**src/rtl/cp0_exc_unit.sv**
```systemverilog
// Coprocessor-0 at the M stage: SR/Cause/EPC/PRId, exception and interrupt entry,
// eret handling, and the ActivateCP0/CoolCP0 flush pulses to the pipeline registers.
module cp0_exc_unit #(
    parameter logic [31:0] PRID_VAL   = 32'h4255_4141,
    parameter logic [31:0] HANDLER_PC = 32'h0000_4180
) (
    input  logic        Clk,
    input  logic        Rst,
    input  logic [4:0]  ExcCode_M,
    input  logic [31:0] PC_M,
    input  logic        BD_M,
    input  logic [5:0]  HWInt,
    input  logic        WE,
    input  logic [4:0]  Addr,
    input  logic [31:0] DIn,
    input  logic        EXLClr,
    output logic [31:0] DOut,
    output logic [31:0] EPC_Out,
    output logic [31:0] HandlerPC,
    output logic        ActivateCP0,
    output logic        CoolCP0
);

    localparam logic [4:0] ADDR_SR    = 5'd12;
    localparam logic [4:0] ADDR_CAUSE = 5'd13;
    localparam logic [4:0] ADDR_EPC   = 5'd14;
    localparam logic [4:0] ADDR_PRID  = 5'd15;

    // Only the architecturally defined fields are stored; everything else reads 0.
    logic [5:0]  im_q, im_d;
    logic        exl_q, exl_d;
    logic        ie_q, ie_d;
    logic        bd_q, bd_d;
    logic [5:0]  ip_q, ip_d;
    logic [4:0]  exc_code_q, exc_code_d;
    logic [29:0] epc_q, epc_d;

    logic int_req;
    logic exc_req;
    logic unused_pc_bits;

    assign unused_pc_bits = ^PC_M[1:0];

    assign int_req     = (|(HWInt & im_q)) & ie_q & ~exl_q;
    assign exc_req     = (ExcCode_M != 5'd0) & ~exl_q;
    assign ActivateCP0 = int_req | exc_req;
    assign CoolCP0     = EXLClr & ~ActivateCP0;

    assign EPC_Out   = {epc_q, 2'b00};
    assign HandlerPC = HANDLER_PC;

    always_comb begin
        // NOTE: every next-state signal takes its hold value first, so no path leaves it unassigned (no latches).
        im_d       = im_q;
        exl_d      = exl_q;
        ie_d       = ie_q;
        bd_d       = bd_q;
        exc_code_d = exc_code_q;
        epc_d      = epc_q;
        ip_d       = HWInt;

        if (ActivateCP0) begin
            exl_d      = 1'b1;
            exc_code_d = int_req ? 5'd0 : ExcCode_M;
            bd_d       = BD_M;
            epc_d      = BD_M ? (PC_M[31:2] - 30'd1) : PC_M[31:2];
        end else begin
            if (WE) begin
                case (Addr)
                    ADDR_SR: begin
                        im_d  = DIn[15:10];
                        exl_d = DIn[1];
                        ie_d  = DIn[0];
                    end
                    ADDR_EPC: epc_d = DIn[31:2];
                    default: ;
                endcase
            end
            // eret clears EXL after any same-cycle mtc0 to SR has been applied.
            if (CoolCP0) begin
                exl_d = 1'b0;
            end
        end
    end

    // NOTE: sequential state uses non-blocking assignments so all registers update together.
    always_ff @(posedge Clk or posedge Rst) begin
        if (Rst) begin
            im_q       <= '0;
            exl_q      <= 1'b0;
            ie_q       <= 1'b0;
            bd_q       <= 1'b0;
            ip_q       <= '0;
            exc_code_q <= '0;
            epc_q      <= '0;
        end else begin
            im_q       <= im_d;
            exl_q      <= exl_d;
            ie_q       <= ie_d;
            bd_q       <= bd_d;
            ip_q       <= ip_d;
            exc_code_q <= exc_code_d;
            epc_q      <= epc_d;
        end
    end

    always_comb begin
        DOut = 32'd0;
        case (Addr)
            ADDR_SR:    DOut = {16'd0, im_q, 8'd0, exl_q, ie_q};
            ADDR_CAUSE: DOut = {bd_q, 15'd0, ip_q, 3'd0, exc_code_q, 2'b00};
            ADDR_EPC:   DOut = {epc_q, 2'b00};
            ADDR_PRID:  DOut = PRID_VAL;
            default:    DOut = 32'd0;
        endcase
    end

endmodule

```
**config.mk**
```make
export PLATFORM = sky130hd
export DESIGN_NAME = cp0_exc_unit
export DESIGN_NICKNAME = d
export VERILOG_FILES = /design/src/rtl/cp0_exc_unit.sv
export SDC_FILE = /design/constraint.sdc
export NUM_CORES = 1
export LEC_CHECK = 0
export ABC_AREA = 1
export CORE_AREA = 2 2 111 92
export CTS_CLUSTER_DIAMETER = 80
export DETAILED_ROUTE_END_ITERATION = 8
export DIE_AREA = 0 0 113 94
export PLACE_DENSITY_LB_ADDON = 0.2
export SYNTH_ARGS = -nofsm -noshare
export SYNTH_HDL_FRONTEND = slang
export SYNTH_SLANG_ARGS = --single-unit
export TNS_END_PERCENT = 50
```
**constraint.sdc**
```tcl
create_clock -name Clk -period 1.5 [get_ports Clk]
set_clock_uncertainty 0.05 [all_clocks]
set_input_delay 0.15 -clock Clk [delete_from_list [all_inputs] [get_ports Clk]]
set_output_delay 0.15 -clock Clk [all_outputs]
set_load 0.1 [all_outputs]
```
==> results of run 1 <==
[state kept, by name, indices dropped and copies added (netlist names)]
signal and flops:
epc_q 30, bd_q 1, im_q 6, ip_q 6, exl_q 1, exc_code_q 5, ie_q 1
[critical path: stages (launching register included)]
cell and delay, ps:
dfrtp_1 380, nand2_1 60, nand2_1 50, nor2_1 90, nand2_1 100, nand3_4 110, nand2_8 70, buf_6 130
nor2_4 100, buf_12 180
[layout make-up]
type,instances,area [um2],area share
Clock buffer,6,128.9,0.01753
Clock inverter,2,13.76,0.001872
Inverter,93,362.8,0.04936
Multi-Input combinational cell,471,2425,0.3299
Sequential cell,50,1270,0.1728
Tap cell,119,148.9,0.02026
Timing Repair Buffer,246,3002,0.4083
[routing by layer]
| layer | up-vias | share of wire |
|---|---|---|
| met2 | 213 | 0.47 |
| met4 | 0 | 0.038 |
| met3 | 48 | 0.061 |
| li1 | 2378 | - |
| met1 | 2249 | 0.43 |
| met5 | - | 0 |
[repair_timing]
action,4_1_cts,5_1_grt
endpoints found under the hold margin,0,0
pin swaps,14,7
gates cloned,1,2
gates resized for setup,55,18
endpoints found under the setup margin,69,70
setup buffers,5,2
[through the flow]
stage / cells / power [W] / hold slack, ps / instance area, um2 / TNS (ps)
finish: 987 / 0.01372 / 76.80 / 7351 / -7081
detailed placement: 970 / 0.01210 / 480.5 / 6939 / -23780
global route: 987 / 0.01430 / 84.14 / 7351 / -12240
global placement: 970 / 0.01190 / 455.2 / 6939 / -21090
CTS: 984 / 0.01350 / 75.44 / 7261 / -7153
floorplan: 668 / 0.008526 / 131.4 / 4345 / -8812
[cells by family after synthesis]
kind of cell,count (synthesis),share of synthesized area
compound gates,57,0.08529
xor+xnor,10,0.02187
flops,50,0.3124
other cells,2,0.001875
fa+ha+maj,1,0.003124
buf+inv,147,0.1871
simple gates,369,0.3883
[final timing paths]
check / from / endpoint / slack, ps / depth (start not counted)
max: im_q[4] / CoolCP0 / -280 / 9
min: HWInt[5] / ip_q[5] / 80 / 1
max reg2reg: im_q[4] / epc_q[10] / -230 / 13
min reg2reg: epc_q[25] / epc_q[25] / 510 / 2
max in group asynchronous: Rst / epc_q[4] / 1000 / 3
min in group asynchronous: Rst / epc_q[22] / 160 / 3
[cell usage after synthesis (all sizes together)]
library cell	n	area [um2]
nand3	55	297.8
nand4	14	87.58
o21ai	38	193.9
clkbuf	2	7.510
buf	52	391.6
conb	2	7.510
dfrtp	50	1251
and2	1	6.260
o221ai	1	8.760
o211ai	11	97.60
xor2	10	87.58
o21bai	1	7.510
a21oi	3	15.01
nand2	207	784.5
o22ai	3	18.77
nor3	1	5.000
inv	92	345.3
nor2	91	374.1
ha	1	12.51
clkinv	1	5.000
[power groups by stage]
stage	clock (W)	sequential, W	combinational, W
final	0.00114	0.00269	0.00990
after global routing	0.00120	0.00275	0.0104
after CTS	0.00114	0.00268	0.00968
after detailed placement	0	0.00270	0.00941
after global placement	0	0.00267	0.00923
after floorplan	0	0.00539	0.00313
==> metrics, run 1 <==
status complete, but fails checks; failing checks DRC, setup timing; # IOs 183; DRT Pass-1 Iters 7; row cnt 32; DRC viols 13; synth warn 0; wire per inst 15.68 um; M1 GR Usage 0.3723; clk sinks 50; CTS hold repair buffers 0; DR vias 4888; antenna violations before repair 0; Req. time, crit path 1300 ps; Netlist Area Pre-Place 0.004005 mm2; Pwr Density around 1900 mW/mm2; Inserted Clock Buffers 5; post-DR vias/cell 4.952; Internal 0.006130 W; via count of the first global-routing pass around 5000; number of filler cells placed in the layout 667; Crit. End Element output port; HPWL after detailed placement 12420 um; synthesized instance count 636; Max Fclk 0.5623 GHz; Avg Inst Size Synth 6.297 um2; layout cells sized above 1 0.3018; Hold Path Class input port to flop; grt peak-use layer met2; CTS tree built; Die Y 94 um; clock-pin slew on the worst setup and hold paths 70 ps; Final #Nets about 950; DRT iter0 DRCs 246; Seq/Total Area, Yosys 0.3124; max-slew violations 0; Final Hold Fails 0; Yosys cell types 32; ANT cells 0; area of the core 0.009449 mm2; Placer Congestion 0.9434; Setup CP Type flop to output port; Util after Layout 0.7779; Leakage 3.602 nW; total of max-cap violations 0; commonest non-fill, non-tap cell in the layout nand2_1; Port-buffer cells 146; clock root cell clkbuf_16; Tot GR Track Use 0.2925; CTS max path bufs 2; minimum clock period roughly 1800 ps; dpl ws -422.7 ps; Die X 113 um; Reg power frac 0.196; clock share of power 0.083; largest net degree at the start of global routing just over 40; Area Overhead vs Synth 83.54%; Final ANT Viol Nets 0; Sw Pwr 0.007592 W; CP arrival 1580 ps; Worst-Skew Late Latency around 290 ps; M3 GR Usage 0.04129; Gate power share 0.721; global-route wire length before repair 24580 um; # setup viols final 46; met2 global-route usage 0.4990; H-tree depth 2; Worst Setup Start Kind flop; Net Sw Frac 0.5533; Starting Density 0.4239; GR Overflow Total 0; Die ar. approximately 0.011 mm2; Max IR drop VDD 2.247 mV; RSZ-0062 raised after global routing yes; Worst Setup Slack, final -278.3 ps; register bit total from synthesis 50; Detailed Route WL 15480 um; most frequent cells in the layout nand2_1 (197), buf_4 (81), clkdlybuf4s50_1 (75); Max Fanout on Critical Path 3; period utilization 1.186
(Power assumes the default switching activity.)
==> run 2: changes to the inputs <==
Settings changed: PLACE_DENSITY from default to 0.91, PLACE_DENSITY_LB_ADDON 0.2 to default.
==> metrics, run 2 (synthesized netlist as in run 1, its figures left out) <==
status complete, but fails checks; failing checks DRC, setup timing; Detailed Route WL 16080 um (+3.9%); max reg flops 30 (unchanged); DR vias 5077 (+3.9%); Inserted Clock Buffers 5 (unchanged); Starting Density 0.4239 (unchanged); wire per inst 16.44 um (+4.8%); Final Hold Fails 0 (unchanged); H-tree depth 2 (unchanged); Max Fanout on Critical Path 4 (+1); commonest non-fill, non-tap cell in the layout nand2_1; Worst Setup Start Kind flop; clock root cell clkbuf_16; # setup viols final 48 (+4.3%); clock-pin slew on the worst setup and hold paths 70 ps (about the same); TNS Setup -5501 ps (+1579 ps); period utilization 1.152 (-0.03305); Die X 113 um (unchanged); Die ar. 0.01062 mm2 (unchanged); DRT Pass-1 Iters 7 (unchanged); Leakage 3.590 nW (-0.34%); Final #Nets 944 (-0.94%); dpl ws -435.1 ps (-12.45 ps); Worst Setup Slack, final -228.7 ps (+49.58 ps); layout cells sized above 1 0.3201 (+0.01830); largest register by flop count epc_q; ANT cells 0 (unchanged); area of the core 0.009449 mm2 (unchanged); Top Registers epc_q: 30 flops, im_q: 6 flops, ip_q: 6 flops; Die Y 94 um (unchanged); Final ANT Viol Nets 0 (unchanged); Pwr Density 1916 mW/mm2 (+2.6%); Max IR drop VDD 2.239 mV (-0.36%); Crit. End Element output port; Setup CP Type flop to output port; Placer Congestion 0.9420 (-0.15%); CTS tree built; Hold Path Class input port to async pin; # IOs 183 (unchanged); CTS max path bufs 2 (unchanged); fin area 0.007365 mm2 (+0.19%); clk sinks 50 (unchanged); Tot GR Track Use 0.2826 (-0.009935); HPWL after detailed placement 11570 um (-6.8%); CP arrival 1530 ps (-50 ps); DRC viols 12 (-1); global-route wire length before repair 23580 um (-4.0%); minimum clock period 1729 ps (-49.58 ps); total of max-cap violations 0 (unchanged); Req. time, crit path 1300 ps (about the same); most frequent cells in the layout nand2_1 (188), buf_4 (74), clkdlybuf4s50_1 (74); Port-buffer cells 146 (unchanged); post-DR vias/cell 5.191 (+4.8%); antenna violations before repair 0 (unchanged); Worst-Skew Late Latency 290 ps (about the same); Area Overhead vs Synth 83.88%; Critical R2R Launch im_q[0]; CTS hold repair buffers 0 (unchanged); worst reg2reg path depth 11 (-2); Max Fclk 0.5785 GHz (+2.9%); reg-to-reg endpoint ie_q; number of filler cells placed in the layout 592 (-11%); dpl cell area 0.006797 mm2 (-2.1%); DRT iter0 DRCs 383 (+56%); largest net degree at the start of global routing 40 (-2.4%); via count of the first global-routing pass 4876 (-2.2%); RSZ-0062 raised after global routing yes; max-slew violations 0 (unchanged); row cnt 32 (unchanged); flop-to-flop setup slack -170 ps (+60 ps); GR Overflow Total 0 (unchanged)
==> run 2: cell count changes in the layout (fill, tap and decap cells not counted), sizes merged, moves of 2 or more <==
cell | previous run | this run
dlymetal6s2s | 0 | 3
buf | 165 | 157
clkdlybuf4s15 | 3 | 0
dlygate4sd2 | 2 | 0
==> run 2: repair_timing <==
item	in CTS	in global routing
setup buffers	11	5
pin swaps	10	14
gates resized for setup	61	41
gates cloned	2	1
setup endpoints to repair	75	64
==> run 2: per-stage QoR <==
stage / utilization / total power (W) / hold WS [ps] / cells
after floorplan: - / 0.008526 / 131.4 / 668
after global placement: 0.7193 / 0.01176 / 382.5 / 951
after detailed placement: 0.7193 / 0.01195 / 382.2 / 951
after CTS: 0.7658 / 0.01375 / 78.06 / 972
after global routing: 0.7794 / 0.01462 / 106.3 / 978
final: 0.7794 / 0.01411 / 63.78 / 978
==> run 2: worst max-delay path, cell delays in order, from the launching register on <==
cell	delay [ps]
dfrtp_1	390
nand2_1	70
nand2_1	90
nor2_2	110
nand2_2	80
nand3_4	90
nand2_8	90
buf_12	150
buf_12	160
==> run 2: per-layer routing <==
layer  vias to the layer above  global-route usage  share of wire  routed length [um]
met5                         -                   0              0                   0
met4                         0             0.08435          0.030                 482
met1                      2387              0.3438           0.38                6124
met3                        54             0.06903          0.095                1534
li1                       2349                   -              -                   -
met2                       287              0.4970           0.49                7937
==> run 2: worst max-delay path by stage <==
stage | start | end
2_1_floorplan | Addr[3] | DOut[10]
3_3_place_gp | Addr[2] | DOut[10]
3_5_place_dp | Addr[2] | epc_q[22]
4_1_cts | im_q[5] | ActivateCP0
5_1_grt | im_q[0] | ActivateCP0
6_report | im_q[0] | ActivateCP0
==> run 2: cell type report <==
cell class                 count  area [um2]  share of cell area
timing repair buffer         237        2949              0.4004
multi-input combinational    471        2471              0.3355
sequential                    50        1270              0.1724
inverter                      93       357.8             0.04859
tap                          119       148.9             0.02022
clock buffer                   6       128.9             0.01750
clock inverter                 2       38.79            0.005267
==> run 2: power breakdown <==
group | internal (W) | leakage (nW) | switching [W]
registers | 0.00200 | 0.569 | 0.000736
clock network | 0.000792 | 0.0810 | 0.000513
logic | 0.00361 | 2.94 | 0.00646
==> run 3: changes to the inputs <==
Settings changed: ABC_AREA 1 to default, CORE_AREA 2 2 111 92 to 2 2 107 89, DIE_AREA 0 0 113 94 to 0 0 109 91, SLEW_MARGIN from default to 20.
==> metrics, run 3 <==
Max IR drop VDD 1.740 mV (-22%); most frequent cells in the layout buf_12 (76), clkdlybuf4s50_1 (73), buf_4 (73); layout cells sized above 1 0.5166 (+0.1965); top post-synthesis cells by count mux2i_1 (57), dfrtp_1 (50), nor2_1 (39); mux share of post-synthesis cell area 0.1864 (+0.1864); via count of the first global-routing pass 4035 (-17%); dpl cell area 0.006555 mm2 (-3.6%); Seq/Total Area, Yosys 0.3531 (+0.04070); antenna violations before repair 0 (unchanged); measured slew at the worst slew-check pin 559.5 ps; Detailed Route WL 15020 um (-6.6%); Die ar. 0.009919 mm2 (-6.6%); Max stage delay on crit path 390 ps (about the same); Final Hold Fails 0 (unchanged); CP max stage cell dfrtp_1; reg-to-reg endpoint im_q[3]; post-synth top area share 0.3531 (+0.04070); Die X 109 um (-3.5%); H-tree depth 2 (unchanged); Port-buffer cells 146 (unchanged); DRT Pass-1 Iters 4 (-3); CTS max path bufs 2 (unchanged); failing checks setup timing; synth warn 0 (unchanged); Critical R2R Launch im_q[0]; Synth area leaders dfrtp_1 (35%), mux2i_1 (16%), buf_4 (7.2%); DRT iter0 DRCs 188 (-51%); Max Fanout on Critical Path 3 (-1); max reg flops 30 (unchanged); Req. time, crit path 1300 ps (about the same); wire per inst 20.95 um (+27%); cell chain of the critical path a22o_1 -> o31ai_4 -> a31oi_4 -> buf_8 -> nor2b_4 -> buf_12; Die Y 91 um (-3.2%); commonest non-fill, non-tap cell in the layout buf_12; Compound-Gate Fraction of Synth Area 0.06850 (-0.01678); Post-Synth XOR/XNOR Area 0.06921 (+0.04734); register bit total from synthesis 50 (unchanged); worst reg2reg path depth 8 (-3); minimum clock period 2196 ps (+467.7 ps); Inserted Clock Buffers 5 (unchanged); row cnt 31 (-3.1%); DR vias 3735 (-26%); top-count cell post-synth mux2i_1; Synth Area in Simple Gates 0.2154 (-0.1729); Post-synth EDFFs 0 (unchanged); # setup viols final 56 (+17%); CTS tree built; Tot GR Track Use 0.2757 (-0.006916); Worst Setup Slack, final -696.4 ps (-467.7 ps); Worst-Skew Late Latency 320 ps (+30 ps); HPWL after detailed placement 10280 um (-11%); Leakage 3.208 nW (-11%); global-route wire length before repair 21050 um (-11%); Top Registers epc_q: 30 flops, im_q: 6 flops, ip_q: 6 flops; period utilization 1.464 (+0.3118); flop-to-flop setup slack -680 ps (-510 ps); Setup CP Type flop to output port; PnR Total Power 0.01285 W (-8.9%); synthesized instance count 364 (-43%); Crit. End Element output port; dpl ws -704.0 ps (-268.9 ps); max-slew violations 0 (unchanged); Area Overhead vs Synth 102.8%; status complete, but fails checks; Hold Slack 131.9 ps (+68.07 ps); Placer Congestion 0.8983 (-4.6%); area of the core 0.008805 mm2 (-6.8%); Netlist Area Pre-Place 0.003543 mm2 (-12%); DRC viols 0 (-12); total of max-cap violations 0 (unchanged); max_slew headroom 0.6242; Max Fclk 0.4553 GHz (-21%); largest register by flop count epc_q; largest family of logic cells by synthesized area simple AND/OR/NAND/NOR gates; Yosys cell types 46 (+44%); Starting Density 0.4024 (-0.02142); GR Overflow Total 0 (unchanged); Hold Path Class input port to async pin; clock-pin slew on the worst setup and hold paths 110 ps (+40 ps); largest net degree at the start of global routing 51 (+28%); Avg Inst Size Synth 9.735 um2 (+55%); clock root cell clkbuf_8; post-synth top area cell dfrtp_1; Pwr Density 1789 mW/mm2 (-6.6%); # IOs 183 (unchanged); Final ANT Viol Nets 0 (unchanged); CP arrival 2000 ps (+470 ps); clk sinks 50 (unchanged); post-DR vias/cell 5.209 (+0.35%); Util after Layout 0.8161 (+0.03672); ys async rst share 1.000 (unchanged); adder-cell share of the synthesized area 0.003531 (+0.0004070); ANT cells 0 (unchanged); Worst Setup Start Kind flop; RSZ-0062 raised after global routing yes; Final #Nets 687 (-27%); Post-synth top flop dfrtp_1; fin area 0.007186 mm2 (-2.4%)
## run 3: cell type report
| class | instances | area (um2) |
|---|---|---|
| Multi-Input combinational cell | 288 | 2464 |
| Clock inverter | 3 | 45.04 |
| Fill cell | 469 | 1619 |
| Tap cell | 115 | 143.9 |
| Clock buffer | 5 | 68.82 |
| Timing Repair Buffer | 248 | 3147 |
| Sequential cell | 50 | 1287 |
| Inverter | 8 | 30.03 |
## run 3: where the power goes
part | switching (W) | internal, W | total (W)
Combinational | 0.00551 | 0.00356 | 0.00907
Clock | 0.000496 | 0.000497 | 0.000994
Sequential | 0.000800 | 0.00199 | 0.00279
Total | 0.00681 | 0.00605 | 0.0129
## run 3: logic make-up (layout without fill, tap and decap cells)
kind of cell | count (synthesis) | count (layout)
AOI/OAI and AO/OA | 37 | 37
xor gates and xnor gates | 28 | 28
adders and majority gates | 1 | 1
buffers and inverters | 59 | 264
DFF | 50 | 50
muxes | 65 | 65
other | 2 | 34
and+or+nand+nor | 122 | 123
## run 3: worst max-delay path: cells and delay by family (launching register included)
family          cells  cell delay (ps)
simple gates        1              140
flops               1              390
compound gates      3              790
buf+inv             2              350
## run 3: layer usage
metal  global-route usage  share of wire  vias to the layer above
met2               0.5021           0.53                      173
met3              0.05528          0.066                       46
met4              0.08761          0.038                        0
met5                    0              0                        -
met1               0.3188           0.36                     1839
li1                     -              -                     1677
## run 3: how the worst max path moves through the flow
stage | from | endpoint | slack (ps) | depth (start not counted)
global route | im_q[0] | CoolCP0 | -750 | 6
global placement | HWInt[1] | im_q[5] | -590 | 6
detailed placement | HWInt[1] | epc_q[1] | -700 | 8
floorplan | im_q[1] | CoolCP0 | -380 | 4
CTS | im_q[0] | CoolCP0 | -650 | 6
finish | im_q[0] | CoolCP0 | -700 | 6
## run 3: stage by stage
step,setup TNS [ps],instances
3_3_place_gp,-31020,686
2_1_floorplan,-13040,396
4_1_cts,-18820,709
3_5_place_dp,-35950,686
5_1_grt,-30270,717
6_report,-27190,717
## run 3: timing repair
item | in CTS | in global routing
hold endpoints to repair | 0 | 0
resized for setup | 51 | 38
setup endpoints to repair | 78 | 77
hold buffers | 0 | 0
pin swaps | 17 | 4
setup buffers | 13 | 5
cloned | 2 | 3
